File: src/rtl/cpu_sequencer.sv
// cpu_sequencer: multi-cycle control sequencer for the jacaranda-8 core.
// Fetches an 8-bit instruction over a ready/valid memory port, decodes the
// opcode and issues one-cycle enable strobes to the datapath. Includes a
// bus-timeout watchdog and a retired-instruction counter.
//
// Ports:
//   clock, reset          clock and synchronous active-high reset
//   mem_req/we/dsel       memory request, write flag, data (1) / fetch (0) select
//   mem_ready, mem_rdata  request accepted this cycle, read data
//   flag                  compare flag from the datapath (used by je)
//   ir                    instruction register
//   reg_w_en, reg_src     register-file write strobe and source select
//   flag_w_en, ih_il_sel  flag write strobe, ldih/ldil nibble select
//   pc_inc, pc_load       PC increment / PC load strobes
//   illegal               one-cycle pulse on opcode 4'b0010
//   bus_err               sticky watchdog fault, core halted while set
//   retired               count of completed instructions
module cpu_sequencer #(
  parameter int unsigned TIMEOUT = 255
) (
  input  logic       clock,
  input  logic       reset,
  output logic       mem_req,
  output logic       mem_we,
  output logic       mem_dsel,
  input  logic       mem_ready,
  input  logic [7:0] mem_rdata,
  input  logic       flag,
  output logic [7:0] ir,
  output logic       reg_w_en,
  output logic [1:0] reg_src,
  output logic       flag_w_en,
  output logic       ih_il_sel,
  output logic       pc_inc,
  output logic       pc_load,
  output logic       illegal,
  output logic       bus_err,
  output logic [15:0] retired
);

  localparam int unsigned WAIT_W = 8;
  localparam int unsigned RET_W  = 16;

  // Last wait count at which a missing mem_ready still keeps the request alive.
  localparam logic [WAIT_W-1:0] WAIT_LAST = WAIT_W'(TIMEOUT - 1);

  localparam logic [3:0] OP_MOV  = 4'h0;
  localparam logic [3:0] OP_ILL  = 4'h2;
  localparam logic [3:0] OP_CMP  = 4'h9;
  localparam logic [3:0] OP_JE   = 4'hA;
  localparam logic [3:0] OP_JMP  = 4'hB;
  localparam logic [3:0] OP_LDIH = 4'hC;
  localparam logic [3:0] OP_LDIL = 4'hD;
  localparam logic [3:0] OP_LD   = 4'hE;
  localparam logic [3:0] OP_ST   = 4'hF;

  localparam logic [1:0] SRC_RS  = 2'd0;
  localparam logic [1:0] SRC_ALU = 2'd1;
  localparam logic [1:0] SRC_IMM = 2'd2;
  localparam logic [1:0] SRC_MEM = 2'd3;

  typedef enum logic [1:0] {
    S_FETCH = 2'd0,
    S_EXEC  = 2'd1,
    S_MEM   = 2'd2,
    S_HALT  = 2'd3
  } state_e;

  state_e              state_q;
  logic [7:0]          ir_q;
  logic [RET_W-1:0]    retired_q;
  logic                bus_err_q;
  logic [WAIT_W-1:0]   wait_q;
  logic                reset_q;

  logic [3:0]          op;
  logic                req_state;
  logic                req_live;

  assign op      = ir_q[7:4];
  assign ir      = ir_q;
  assign retired = retired_q;
  assign bus_err = bus_err_q;

  // A pending request stays visible in the first reset cycle and drops once
  // reset has been held for a second cycle; it returns as soon as reset lifts.
  assign req_state = (state_q == S_FETCH) || (state_q == S_MEM);
  assign req_live  = req_state && !(reset && reset_q);

  // Memory port: held steady for the whole FETCH or MEM state.
  always_comb begin
    mem_req  = req_live;
    mem_dsel = req_live && (state_q == S_MEM);
    mem_we   = req_live && (state_q == S_MEM) && (op == OP_ST);
  end

  // Datapath strobes; all suppressed in any cycle where reset is asserted.
  always_comb begin
    reg_w_en  = 1'b0;
    reg_src   = SRC_RS;
    flag_w_en = 1'b0;
    ih_il_sel = 1'b0;
    pc_inc    = 1'b0;
    pc_load   = 1'b0;
    illegal   = 1'b0;
    if (!reset) begin
      unique case (state_q)
        S_FETCH: pc_inc = mem_ready;
        S_EXEC: begin
          unique case (op)
            OP_MOV: begin
              reg_w_en = 1'b1;
              reg_src  = SRC_RS;
            end
            4'h1, 4'h3, 4'h4, 4'h5, 4'h6, 4'h7, 4'h8: begin
              reg_w_en = 1'b1;
              reg_src  = SRC_ALU;
            end
            OP_CMP:  flag_w_en = 1'b1;
            OP_JE:   pc_load   = flag;
            OP_JMP:  pc_load   = 1'b1;
            OP_LDIH: begin
              reg_w_en  = 1'b1;
              reg_src   = SRC_IMM;
              ih_il_sel = 1'b1;
            end
            OP_LDIL: begin
              reg_w_en  = 1'b1;
              reg_src   = SRC_IMM;
            end
            OP_ILL:  illegal = 1'b1;
            default: ;
          endcase
        end
        S_MEM: begin
          if (mem_ready && (op == OP_LD)) begin
            reg_w_en = 1'b1;
            reg_src  = SRC_MEM;
          end
        end
        S_HALT: ;
        default: ;
      endcase
    end
  end

  // Sequencer state, instruction register, watchdog and retirement counter.
  always_ff @(posedge clock) begin
    reset_q <= reset;
    if (reset) begin
      state_q   <= S_FETCH;
      ir_q      <= 8'h00;
      retired_q <= '0;
      bus_err_q <= 1'b0;
      wait_q    <= '0;
    end else begin
      unique case (state_q)
        S_FETCH: begin
          if (mem_ready) begin
            ir_q    <= mem_rdata;
            state_q <= S_EXEC;
          end else if (wait_q == WAIT_LAST) begin
            bus_err_q <= 1'b1;
            state_q   <= S_HALT;
          end else begin
            wait_q <= wait_q + WAIT_W'(1);
          end
        end
        S_EXEC: begin
          wait_q <= '0;
          if ((op == OP_LD) || (op == OP_ST)) begin
            state_q <= S_MEM;
          end else begin
            retired_q <= retired_q + RET_W'(1);
            state_q   <= S_FETCH;
          end
        end
        S_MEM: begin
          if (mem_ready) begin
            retired_q <= retired_q + RET_W'(1);
            wait_q    <= '0;
            state_q   <= S_FETCH;
          end else if (wait_q == WAIT_LAST) begin
            bus_err_q <= 1'b1;
            state_q   <= S_HALT;
          end else begin
            wait_q <= wait_q + WAIT_W'(1);
          end
        end
        S_HALT: ;
        default: state_q <= S_FETCH;
      endcase
    end
  end

endmodule

File: config.mk
export PLATFORM = sky130hd
export DESIGN_NAME = cpu_sequencer
export DESIGN_NICKNAME = d
export VERILOG_FILES = /design/src/rtl/cpu_sequencer.sv
export SDC_FILE = /design/constraint.sdc
export NUM_CORES = 1
export LEC_CHECK = 0
export BUFFER_PORTS_ARGS = -buffer_cell sky130_fd_sc_hd__buf_2
export CORE_MARGIN = 5
export CORE_UTILIZATION = 47
export DETAILED_ROUTE_END_ITERATION = 16
export GPL_ROUTABILITY_DRIVEN = 0
export PLACE_DENSITY = 0.75
export SETUP_SLACK_MARGIN = 0.5
export SYNTH_ARGS = -nofsm -noshare
export SYNTH_HDL_FRONTEND = slang
export SYNTH_SLANG_ARGS = --single-unit
File: constraint.sdc
create_clock -name clock -period 1.6 [get_ports clock]
set_input_delay 0.24 -clock clock [delete_from_list [all_inputs] [get_ports clock]]
set_output_delay 0.24 -clock clock [all_outputs]
set_load 0.05 [all_outputs]
==> metrics, run 1 <==
Vias 2473; clock transition at the registers of the reported paths 0.08 ns; Cells after Synth 233; ys async rst share 0; RSZ-0062 raised after global routing true; most common cell in the netlist dfxtp_1; initial core utilization 0.495; # setup viols final 28; Inserted Diodes 0; syn avg cell area 7.95 um^2; max-cap violations 0; GR Overflow Total 0; sequential cell area 808 um^2; synthesis-to-finish area growth 94.7%; Worst Max-Slew Pin Slew 0.371 ns; Worst setup SP type flip-flop; clk_lat worst skew 0.31 ns; Pleak 1.39 nW; register bit count reported by yosys 36; row count 22; setup ws final -0.246 ns; Synth area leaders dfxtp_1 (39%), a21oi_1 (8.1%), nand2_1 (5.7%); relative slew slack 0.750; final wirelength 9.53 mm; drt first-iter violations 289; Critical Path AT 2.07 ns; CP Class reg -> reg; largest area contributor in the netlist dfxtp_1; Post-DP HPWL 3.31 mm; DRC violations left 0; EDFF count, synth 0; internal cell power 1.44 mW; most instantiated cells after synthesis dfxtp_1 (36), a21oi_1 (30), nand2_1 (28), nor2_1 (22), o21ai_0 (10); largest net degree at the start of global routing 22; share of cells above drive strength 1 0.701; first-pass GRT wire length 11.0 mm; final hold violations 0; run status finished, violations left; Pre-antenna DRT Iters 5; Reg2Reg Depth 8; clock sinks 36; WHS Path Cells 3; VDD IR max 0.685 mV; initial antenna violation count 0; Post-Syn Area 1850 um^2; Layout Nets 342; Root Driver clkbuf_8; # IOs 48; Die ar. 5300 um^2; Psw 0.731 mW; syn nets 252; failing checks setup timing; Num CTS Buffers 5; Syn. warnings 0; Multi-input gate area 1680 um^2; Synth cell types 37; H-Tree Depth 2; clock power share 0.309; Setup Skew 0.0101 ns; fillers 72; vias in the first global route 2230; min Tclk post-route 1.85 ns; die extent in y 72.8 um; Sum Neg Setup Slack -3.77 ns; FMAX 542 MHz; sw frac 0.337; core box area 3740 um^2; Vias/cell 6.65; Clock Path Buffers 2; hold path startpoint mem_rdata[0]; WHS Endpoint ir[0]; main flop type after synthesis dfxtp_1; Reg-to-Reg End retired[14]; reg2reg setup slack -0.25 ns; worst min path class in -> reg; post-synth top area share 0.389; non-filler cells, final 372; antenna-violating nets left 0; DP Cell Count 334; CP Capture Type flip-flop; Seq/Total Area, Yosys 0.389; Slew Limit Fails 0; CP Data Required Time 1.83 ns; Logic pwr share 0.256; WL per Instance 25.6 um; Crit Path Max Fanout 7; hold_buf cts 0; final worst-path cycle share 1.15; TritonCTS clock tree done; Reg-to-Reg Start state_q[1]; GRT Util Overall 0.268; fraction of power consumed by sequential logic 0.435; Port-buffer cells 47; Chip Width 72.8 um; P per Cell Area 602 nW/um^2
-- sequential cells by signal, summed over array words and instances, names as in the netlist --
name,flops
bus_err,1
ir,8
reset_q,1
retired,16
state_q,2
wait_q,8
-- layout by cell type, fill, tap and decap left out, types with 8 or more instances in the layout --
cell type / n
a21oi_1: 10
buf_6: 35
buf_2: 11
nand2_4: 8
nand2_1: 8
nor2_1: 16
dfxtp_1: 10
nand2_2: 11
a21oi_2: 16
buf_8: 15
dfxtp_4: 22
buf_4: 30
-- worst max path at each step --
| stage | startpoint | end | slack, ns |
|---|---|---|---|
| finish | state_q[1] | retired[14] | -0.25 |
| global placement | state_q[1] | reg_w_en | 0.02 |
| detailed placement | state_q[0] | retired[10] | -0.02 |
| CTS | state_q[0] | mem_we | -0.11 |
| floorplan | ir[7] | reg_src[0] | -0.12 |
| global route | ir[4] | reg_src[0] | -0.27 |
-- cells by family after synthesis --
kind of cell             count (synthesis)  synth area share
AO/OA/AOI/OAI                           52             0.157
multiplexers                             3            0.0203
AND/OR/NAND/NOR                        113             0.324
buffers and inverters                   16            0.0345
adder cells (fa/ha/maj)                  7            0.0473
flip-flops                              36             0.389
XOR/XNOR                                 6            0.0284
-- power groups by stage --
stage | Combinational [mW] | Clock [mW] | Sequential [mW]
after floorplan | 0.197 | 0 | 1.01
after global placement | 0.325 | 0 | 0.963
after detailed placement | 0.328 | 0 | 0.965
after CTS | 0.457 | 0.649 | 0.936
after global routing | 0.580 | 0.697 | 0.946
final | 0.556 | 0.671 | 0.943
-- layer usage --
metal	track usage	vias to the layer above	wire, um
met3	0.0716	71	708
met2	0.483	183	4850
li1	-	1020	-
met5	0	-	0
met1	0.297	1199	3350
met4	0.105	0	625
-- worst max-delay path, cell delays in order (launching register included) --
cell and delay [ns]:
dfxtp_4 0.37, inv_4 0.09, ha_4 0.17, buf_6 0.12
mux2_4 0.19, nand4_1 0.13, buf_6 0.17, or3_4 0.34
a21oi_2 0.18
-- what timing repair did --
item                                    in CTS  in global routing
pin swaps                                   35                 26
setup buffers                               20                 10
endpoints found under the setup margin      71                 69
resized for setup                          130                 78
-- cell type report --
class | count | area share
Clock buffer | 7 | 0.0212
Timing Repair Buffer | 93 | 0.261
Inverter | 6 | 0.00833
Multi-Input combinational cell | 181 | 0.467
Sequential cell | 36 | 0.224
Clock inverter | 1 | 0.00243
Tap cell | 48 | 0.0167
-- per-stage QoR --
step | hold slack, ns | util | worst slack [ns] | power [mW] | instance area [um^2]
6_report | 0.193 | 0.963 | -0.246 | 2.17 | 3600
5_1_grt | 0.182 | 0.963 | -0.272 | 2.22 | 3600
3_3_place_gp | 0.440 | 0.682 | 0.0194 | 1.29 | 2550
4_1_cts | 0.177 | 0.871 | -0.107 | 2.04 | 3260
2_1_floorplan | 0.268 | - | -0.122 | 1.21 | 2200
3_5_place_dp | 0.446 | 0.682 | -0.0201 | 1.29 | 2550
No activity file was read; power rests on OpenSTA's default activity.
==> inputs of run 2 (changes only) <==
--- a/config.mk
+++ b/config.mk
@@ -7,10 +7,10 @@
 export LEC_CHECK = 0
 export BUFFER_PORTS_ARGS = -buffer_cell sky130_fd_sc_hd__buf_2
 export CORE_MARGIN = 5
-export CORE_UTILIZATION = 47
+export CORE_UTILIZATION = 52
 export DETAILED_ROUTE_END_ITERATION = 16
 export GPL_ROUTABILITY_DRIVEN = 0
-export PLACE_DENSITY = 0.75
+export PLACE_DENSITY = 0.79
 export SETUP_SLACK_MARGIN = 0.5
 export SYNTH_ARGS = -nofsm -noshare
 export SYNTH_HDL_FRONTEND = slang
==> constraint.sdc (replaced) <==
create_clock -name clock -period 2 [get_ports clock]
set_input_delay 0.3 -clock clock [delete_from_list [all_inputs] [get_ports clock]]
set_output_delay 0.3 -clock clock [all_outputs]
set_load 0.05 [all_outputs]
==> metrics, run 2 (synthesis gave the netlist of run 1 again) <==
Largest register FFs 16 (unchanged); vias in the first global route 1868 (-16%); Pre-antenna DRT Iters 4 (-1); initial antenna violation count 0 (unchanged); Setup Skew 0.00575 ns (-0.00439 ns); WHS Path Cells 3 (unchanged); clk_lat worst skew 0.35 ns (+0.04 ns); row count 21 (-4.5%); TritonCTS clock tree done; largest net degree at the start of global routing 23 (+4.5%); most used cell, CP buf_6; commonest non-fill, non-tap cell in the layout buf_2; die extent in y 69.7 um (-4.3%); CP max stage cell dfxtp_4; Reg-to-Reg Start state_q[1]; relative slew slack 0.750 (about the same); CP Data Required Time 1.70 ns (-0.13 ns); sw frac 0.327 (-0.00966); WHS Endpoint ir[7]; Worst setup SP type flip-flop; Worst Max-Slew Pin Slew 0.371 ns (+0.000851 ns); clock transition at the registers of the reported paths 0.11 ns (+0.03 ns); Chip Width 69.7 um (-4.3%); fraction of power consumed by sequential logic 0.522 (+0.087); Vias/cell 5.77 (-13%); GR Overflow Total 0 (unchanged); drt first-iter violations 140 (-52%); CP Class reg -> out; Root Driver clkbuf_4; Final Total Pwr 1.45 mW (-33%); final worst-path cycle share 0.935; # setup viols final 0 (-100%); FMAX 535 MHz; clock sinks 36 (unchanged); Post-DP HPWL 3.20 mm (-3.4%); final wirelength 5.80 mm (-39%); first-pass GRT wire length 8.60 mm (-22%); CP Capture Type output pin; Reg-to-Reg End retired[14]; Pleak 1.12 nW (-19%); WL per Instance 16.7 um (-35%); Num CTS Buffers 5 (unchanged); GRT Util Overall 0.216 (-0.0523); Die ar. 4850 um^2 (-8.3%); Psw 0.473 mW (-35%); reg2reg setup slack 0.16 ns (+0.41 ns); worst min path class in -> reg; commonest non-fill, non-tap cells in the layout buf_2 (37), a21oi_1 (25), nand2_1 (22); Inserted Diodes 0 (unchanged); H-Tree Depth 2 (unchanged); Vias 2009 (-19%); Clock Path Buffers 2 (unchanged); CP max stage delay 0.43 ns (+0.06 ns); antenna-violating nets left 0 (unchanged); Sum Neg Setup Slack 0 ns (+3.77 ns); min Tclk post-route 1.87 ns; P per Cell Area 511 nW/um^2 (-15%); Port-buffer cells 47 (unchanged); Slew Limit Fails 0 (unchanged); fillers 183 (+150%); Layout Nets 320 (-6.4%); final hold violations 0 (unchanged); max-cap violations 0 (unchanged); Reg2Reg Depth 8 (unchanged); clock power share 0.267 (-0.042); VDD IR max 0.522 mV (-24%); CP cell instances and3_1 -> nand4b_1 -> buf_6 -> a21oi_4 -> buf_6; hold path startpoint mem_rdata[7]; Critical Path AT 1.57 ns (-0.50 ns); initial core utilization 0.546 (+0.0517); Logic pwr share 0.211 (-0.045); Crit Path Max Fanout 9 (+2); DRC violations left 0 (unchanged); core box area 3390 um^2 (-9.5%); RSZ-0062 raised after global routing true; internal cell power 0.973 mW (-32%); run status finished clean; share of cells above drive strength 1 0.503 (-0.197); hold_buf cts 0 (unchanged); synthesis-to-finish area growth 52.9%; # IOs 48 (unchanged)
==> run 2: changes by cell type in the layout (fill, tap and decap cells not counted), moves of 8 or more <==
cell	previous run	this run
buf_6	35	12
nand2_1	8	22
a21oi_2	16	1
a21oi_1	10	25
buf_2	11	37
buf_8	15	2
nand2_2	11	3
buf_4	30	19
==> run 2: what timing repair did <==
action / CTS / global route
setup endpoints to repair: 31 / 34
gates cloned: 1 / 0
buffers inserted: 14 / 6
resized for setup: 59 / 18
pin swaps: 13 / 8
==> run 2: worst max-delay path by stage <==
| stage | cells past startpoint | start | to | slack [ns] |
|---|---|---|---|---|
| detailed placement | 6 | state_q[1] | retired[8] | 0.18 |
| finish | 5 | ir[6] | reg_w_en | 0.13 |
| CTS | 5 | ir[7] | reg_src[0] | 0.16 |
| global placement | 5 | state_q[0] | reg_src[0] | 0.26 |
| floorplan | 4 | ir[7] | reg_src[0] | 0.22 |
| global route | 5 | ir[6] | reg_w_en | 0.04 |
==> run 2: layer usage <==
metal	up-vias	GRT usage	routed length (um)	part of all wire
li1	975	-	-	-
met1	963	0.249	2380	0.41
met2	59	0.372	3050	0.53
met3	12	0.0478	244	0.042
met4	0	0.109	129	0.022
met5	-	0	0	0
==> run 2: power by group through the flow <==
stage,sequential [mW],combinational (mW),clock [mW]
finish,0.754,0.305,0.386
global route,0.758,0.323,0.427
CTS,0.754,0.270,0.393
detailed placement,0.772,0.226,0
global placement,0.771,0.223,0
floorplan,0.808,0.140,0
==> run 2: cell type report <==
class	instances	area (um^2)	share of cell area
inverters	6	27.5	0.00972
repair buffers	70	493	0.174
clock inverters	1	5.00	0.00177
well taps	46	57.6	0.0203
flip-flops and latches	36	790	0.279
clock buffers	7	45.0	0.0159
multi-input cells	182	1410	0.499
==> run 2: worst max-delay path: cells and delay by family, from the launching register on <==
kind	cells	cell delay [ns]
DFF	1	0.43
and+or+nand+nor	2	0.34
buffers and inverters	2	0.33
AOI/OAI and AO/OA	1	0.12
==> run 2: per-stage QoR <==
stage	utilization	cells	area (um^2)	worst slack (ns)	hold WS, ns
finish	0.835	348	2830	0.130	0.179
detailed placement	0.690	319	2340	0.184	0.449
global route	0.835	348	2830	0.0449	0.172
global placement	0.690	319	2340	0.264	0.441
CTS	0.803	342	2720	0.162	0.155
floorplan	-	233	2080	0.218	0.328
